--- src/rtl/dp_16x4_fifo_ctrl.sv ---
//------------------------------------------------------------------------------
// Module : dp_16x4_fifo_ctrl
// Single-clock FIFO controller for a 16x4 dual-port EBR RAM: pointers,
// occupancy, status flags and read-data valid.
// Rev    : 1.0  initial release
//------------------------------------------------------------------------------
`default_nettype none

module dp_16x4_fifo_ctrl #(
  parameter int ADDR_WIDTH = 4,
  parameter int AE_LEVEL   = 2,
  parameter int AF_LEVEL   = 14
) (
  input  logic                  Clock,
  input  logic                  Reset,
  input  logic                  WrReq,
  input  logic                  RdReq,
  input  logic                  ClrErr,
  output logic                  WrEn,
  output logic [ADDR_WIDTH-1:0] addw,
  output logic                  RdEn,
  output logic [ADDR_WIDTH-1:0] addr,
  output logic                  QValid,
  output logic                  Empty,
  output logic                  Full,
  output logic                  AlmostEmpty,
  output logic                  AlmostFull,
  output logic [ADDR_WIDTH:0]   Count,
  output logic                  Overflow,
  output logic                  Underflow
);

  localparam int                   CW      = ADDR_WIDTH + 1;
  localparam logic [CW-1:0]        DEPTH_C = CW'(2 ** ADDR_WIDTH);
  localparam logic [CW-1:0]        AE_C    = CW'(AE_LEVEL);
  localparam logic [CW-1:0]        AF_C    = CW'(AF_LEVEL);
  localparam logic [ADDR_WIDTH-1:0] PTR_ONE = ADDR_WIDTH'(1);

  logic [ADDR_WIDTH-1:0] wptr_q, wptr_d;
  logic [ADDR_WIDTH-1:0] rptr_q, rptr_d;
  logic [CW-1:0]         count_q, count_d;
  logic                  empty_q, full_q, ae_q, af_q;
  logic                  qvalid_q;
  logic                  ovf_q, ovf_d;
  logic                  unf_q, unf_d;
  logic                  wr_ok, rd_ok;

  // Acceptance looks only at the registered flags, so a same-cycle read
  // never frees room for a write and a same-cycle write never feeds a read.
  assign wr_ok = WrReq & ~full_q  & ~Reset;
  assign rd_ok = RdReq & ~empty_q & ~Reset;

  always_comb begin
    wptr_d  = wptr_q;
    rptr_d  = rptr_q;
    count_d = count_q + CW'(wr_ok) - CW'(rd_ok);
    ovf_d   = ovf_q;
    unf_d   = unf_q;
    if (wr_ok) wptr_d = wptr_q + PTR_ONE;
    if (rd_ok) rptr_d = rptr_q + PTR_ONE;
    // A fresh error outranks a simultaneous clear.
    if (WrReq & full_q)       ovf_d = 1'b1;
    else if (ClrErr)          ovf_d = 1'b0;
    if (RdReq & empty_q)      unf_d = 1'b1;
    else if (ClrErr)          unf_d = 1'b0;
  end

  always_ff @(posedge Clock) begin
    if (Reset) begin
      wptr_q   <= '0;
      rptr_q   <= '0;
      count_q  <= '0;
      empty_q  <= 1'b1;
      full_q   <= 1'b0;
      ae_q     <= 1'b1;
      af_q     <= 1'b0;
      qvalid_q <= 1'b0;
      ovf_q    <= 1'b0;
      unf_q    <= 1'b0;
    end else begin
      wptr_q   <= wptr_d;
      rptr_q   <= rptr_d;
      count_q  <= count_d;
      empty_q  <= (count_d == '0);
      full_q   <= (count_d == DEPTH_C);
      ae_q     <= (count_d <= AE_C);
      af_q     <= (count_d >= AF_C);
      qvalid_q <= rd_ok;
      ovf_q    <= ovf_d;
      unf_q    <= unf_d;
    end
  end

  assign WrEn        = wr_ok;
  assign RdEn        = rd_ok;
  assign addw        = wptr_q;
  assign addr        = rptr_q;
  assign QValid      = qvalid_q;
  assign Empty       = empty_q;
  assign Full        = full_q;
  assign AlmostEmpty = ae_q;
  assign AlmostFull  = af_q;
  assign Count       = count_q;
  assign Overflow    = ovf_q;
  assign Underflow   = unf_q;

endmodule

`default_nettype wire

--- config.mk ---
export PLATFORM = sky130hd
export DESIGN_NAME = dp_16x4_fifo_ctrl
export DESIGN_NICKNAME = d
export VERILOG_FILES = /design/src/rtl/dp_16x4_fifo_ctrl.sv
export SDC_FILE = /design/constraint.sdc
export NUM_CORES = 1
export LEC_CHECK = 0
export BUFFER_PORTS_ARGS = -buffer_cell sky130_fd_sc_hd__buf_2
export CORE_MARGIN = 4
export CORE_UTILIZATION = 44
export DETAILED_ROUTE_END_ITERATION = 16
export GPL_TIMING_DRIVEN = 0
export PLACE_DENSITY = 0.68
export SLEW_MARGIN = 0
export SYNTH_ARGS = -nofsm -noshare
export SYNTH_HDL_FRONTEND = slang
export SYNTH_SLANG_ARGS = --single-unit
export TNS_END_PERCENT = 10
--- constraint.sdc ---
create_clock -name Clock -period 2.7 [get_ports Clock]
set_input_delay 0.135 -clock Clock [delete_from_list [all_inputs] [get_ports Clock]]
set_output_delay 0.135 -clock Clock [all_outputs]
set_load 0.01 [all_outputs]
Yosys cells after proc, flatten, opt, wreduce, memory -nomap -nowiden

Cells that the tools add are included.

Flip-flop bits (word level): 20
Bits of input ports: 5
Output and inout port bits: 22
Logic and storage cells: 32

$add $sub $neg: 4
Magnitude comparators: 2
Equal/unequal tests: 1
Mux-type cells: 3
Bitwise gates (word level): 9
Reduce and logical (&&, ||, !) cells: 3

Operators with widths:

| operator              | number |
|---|---|
| $add A4 B1 Y4 const B | 2 |
| $and A1 B1 Y1         | 6 |
| $add A5 B1 Y5         | 1 |
| $eq A5 B5 Y1 const B  | 1 |
| $ge A5 B4 Y1 const B  | 1 |
| $le A5 B2 Y1 const B  | 1 |
| $logic_not A5 Y1      | 1 |
| $sub A5 B1 Y5         | 1 |
| $reduce_bool A2 Y1    | 2 |
| $mux W1               | 3 |
| $not A1 Y1            | 3 |

Longest topological paths before layout

Depth after elaboration: 6
Gate-level depth with buffers: 11
Depth with buffers taken out: 10

Least setup slack after synthesis

Ideal clock, no wire load.

Kind: register to register
Start point: reg empty_q, in the netlist Empty
End point: reg full_q, in the netlist Full
Library setup time: 117 ps
Arrival: 2581 ps
Required time: 2583 ps
Setup slack: 2 ps
Stages on the path, launching flop included: 12
Buffers on the path: 1
Clock period less this slack: 2698 ps
Path through: dfxtp_1 > nor2b_1 > clkbuf_1 > nor2b_1 > ha_1 > inv_1 > ha_1 > fa_1 > a21o_2 > a21oi_1 > xnor2_1 > and4bb_1

Word-level cells in the longest chain between the ends: 5

RTL lines:

| what                        | line | text |
|---|---|---|
| start: declaration          | 42   | `logic empty_q, full_q, ae_q, af_q;` |
| start signal: assignment    | 84   | `empty_q <= (count_d == '0);` |
| $not A1 Y1                  | 51   | `assign rd_ok = RdReq & ~empty_q & ~Reset;` |
| $and A1 B1 Y1 (2 in series) | 51   |  |
| named net RdEn              | 21   | `output logic RdEn,` |
| $sub A5 B1 Y5               | 56   | `count_d = count_q + CW'(wr_ok) - CW'(rd_ok);` |
| $eq A5 B5 Y1                | 85   | `full_q <= (count_d == DEPTH_C);` |
| end signal: assignment      | 85   |  |
| end: declaration            | 42   |  |

The timed path passes the listed nets, and every way through them passes these cells.
A chain may end at the register's enable or synchronous reset.

Worst setup path in the final report

Start point: reg empty_q, in the netlist Empty
End point: reg full_q, in the netlist Full

Word-level cells in the longest chain between the ends: 5

RTL lines:

| what                        | line |
|---|---|
| $not A1 Y1                  | 51 |
| $and A1 B1 Y1 (2 in series) | 51 |
| $sub A5 B1 Y5               | 56 |
| $eq A5 B5 Y1                | 85 |

Every way passes these cells.

==> metrics.cfg <==
[outcome]
outcome=complete, no violations

[clock_network]
clockBufferDepth=2
tritoncts=yes
cts.clk_slew.worst_paths_ns=0.11
cts_root_buf=clkbuf_4
cts_buffers=3
cts_sinks=20
clkLatencyLatePin_ns=0.30
htreeDepth=1
ctsHoldBuffers=0

[detailed_routing]
drtIter0Drc=6
drc=0
first_pass_iters=4
wirelength_um=1784
vias_per_cell=4.710
routed-via-count=730
routedWlPerCell_um=11.51
ant_nets=0

[sta]
fin_crit_sh_pct=95.02
final_hold_viol_count=0
finClkSkew_ns=0.003448
post-route-min-period_ns=2.566
tightest_slew_ns=0.5019
maxSlewViolCount=0
rsz0062_at_grt=false
relSlewSlack_pct=66.54
setup_violations=0
fmax_mhz=389.8

[setup_path]
cpLargestDelayFamily=adder cells
path_cells=nor2b_1 -> buf_4 -> nor2b_4 -> ha_1 -> inv_1 -> ha_2 -> fa_2 -> a21o_2 -> a21oi_4 -> xnor2_2 -> and4bb_1
cp_num_buf_inv=2
start_kind=register
cp_slowest_cell=fa_2
setup.worst_path.end_class=register
arrival_ns=2.77
critical_path_class=reg2reg
critical_path.max_stage_delay_ns=0.46
required_ns=2.90
cp_max_fo=6

[job]
cap_violations=0

[floorplanning]
ios=27
die-area_um2=2855
fp.dieH_um=53.44
die_x_um=53.44
initial_core_util_pct=46.30
coreArea_um2=1962
rows=16

[grt]
grtUsageTotal_pct=13.31
use_met3_pct=2.535
grt_use_met1_pct=15.24
antenna_found_initial=0
use_met2_pct=23.27
grt_overflow=0
grt_max_degree=13
grt_first_pass_wirelength_um=2760
grt_pass1_vias=681
top_usage_layer=met2

[synthesis]
synthFlopType=dfxtp_1
syn-num-nets=108
synth-seq-cells=20
yosysTopAreaCell=dfxtp_1
synthCells=95
yosysWarningCount=0
synth.distinct_cells=25
synth_edf_count=0
synth.most_common_cell=dfxtp_1
synth_top_area_share_pct=44.08
syn_area_um2=908.4
synthTopCellsByArea=dfxtp_1 44%, ha_1 9.6%, nor2_1 5.8%
synthTopCellsByCount=20 x dfxtp_1, 14 x nor2_1, 7 x ha_1, 7 x inv_1, 7 x nor2b_1
avgSynthCellArea_um2=9.562
yosysSeqAreaShare_pct=44.08
ys_async_sr_fraction_pct=0

[placed_design]
io_buffers=26
place_area_um2=1072
hpwl_um=1280
routabilityCongestion=0.7007

[power]
leakage_nw=0.5793
vdd_drop_max_v=0.0008626
p_per_area_nw_per_um2=1208
total_power_mw=1.459

[layout]
n_antenna_cell=0
final_cell_area_um2=1207
area_growth_pct=32.92
nNetsFinal=142
drive_above_1_share_pct=35.16
fillers=185

[worst_hold_path]
worstHoldPathType=in2reg

[cells by family after synthesis]
family | count (synthesis) | synth area share (%)
AND/OR/NAND/NOR | 34 | 19.83
flip-flops | 20 | 44.08
AO/OA/AOI/OAI | 10 | 7.851
XOR/XNOR | 10 | 9.641
multiplexers | 2 | 2.204
adder cells (fa/ha/maj) | 8 | 11.85
buffers and inverters | 11 | 4.545
[flip-flops by register name (all words and copies together), names as in the netlist]
signal,flops
AlmostEmpty,1
AlmostFull,1
Count,5
Empty,1
Full,1
Overflow,1
QValid,1
Underflow,1
addr,4
addw,4
[final timing paths]
kind         slack, ns  cells after the start     start  endpoint
max reg2reg       0.13                     11     Empty      Full
min               0.02                      2     Reset    QValid
max               0.13                     11     Empty      Full
min reg2reg       0.51                      2  Overflow  Overflow
[metal layers]
metal	vias to the layer above	wire, um
met5	-	0
met4	0	19
met3	2	80
met2	17	814
met1	327	870
li1	384	-
[worst register-to-register path: stages, from the launching register on]
cell and delay, ns:
dfxtp_2 0.35, nor2b_1 0.04, buf_4 0.15, nor2b_4 0.13, ha_1 0.28, inv_1 0.04, ha_2 0.18, fa_2 0.46
a21o_2 0.26, a21oi_4 0.17, xnor2_2 0.17, and4bb_1 0.24
[where the power goes]
group          switching [mW]  leakage, nW  internal (mW)
Clock                  0.0921       0.0279          0.150
Combinational           0.399        0.387          0.389
Sequential             0.0510        0.164          0.377
Total                   0.542        0.579          0.916
[cell type report]
| type | instances | area, um2 | area share (%) |
|---|---|---|---|
| repair buffers | 29 | 152.6 | 12.64 |
| plain buffers | 4 | 18.77 | 1.554 |
| flip-flops and latches | 20 | 401.6 | 33.26 |
| clock buffers | 3 | 22.52 | 1.865 |
| well taps | 27 | 33.78 | 2.798 |
| inverters | 7 | 26.28 | 2.176 |
| clock inverters | 1 | 30.03 | 2.487 |
| multi-input cells | 64 | 521.8 | 43.21 |
[timing repair]
action                                  4_1_cts  5_1_grt
gates cloned                                  0        0
gates resized for setup                       4       10
pin swaps                                     0        6
endpoints found under the setup margin        4        4
setup buffers                                 0        3
[layout by cell type, fill, tap and decap left out, types with 2 or more instances in the layout]
cell type,instances
nor2b_1,6
dfxtp_1,19
clkbuf_4,3
inv_1,7
a31o_2,2
clkbuf_1,2
a31oi_1,2
xnor2_1,2
xor2_1,6
buf_2,26
nor2_1,14
buf_4,4
ha_1,6
mux2i_1,2
nand2_1,4
a22oi_1,2
nand4_1,3
[through the flow]
stage               setup TNS, ns  setup WS [ns]  instances  hold WS [ns]  util, %
floorplan                       0       0.001916         95        0.2066        -
global placement         -0.04612       -0.04612        148        0.3388    54.66
detailed placement        -0.1770        -0.1104        148        0.3429    54.66
CTS                             0        0.04361        152      0.005640    58.10
global route                    0       0.005910        155       0.01982    61.54
finish                          0         0.1344        155       0.02308    61.54
Power figures use the tool's default switching activity.
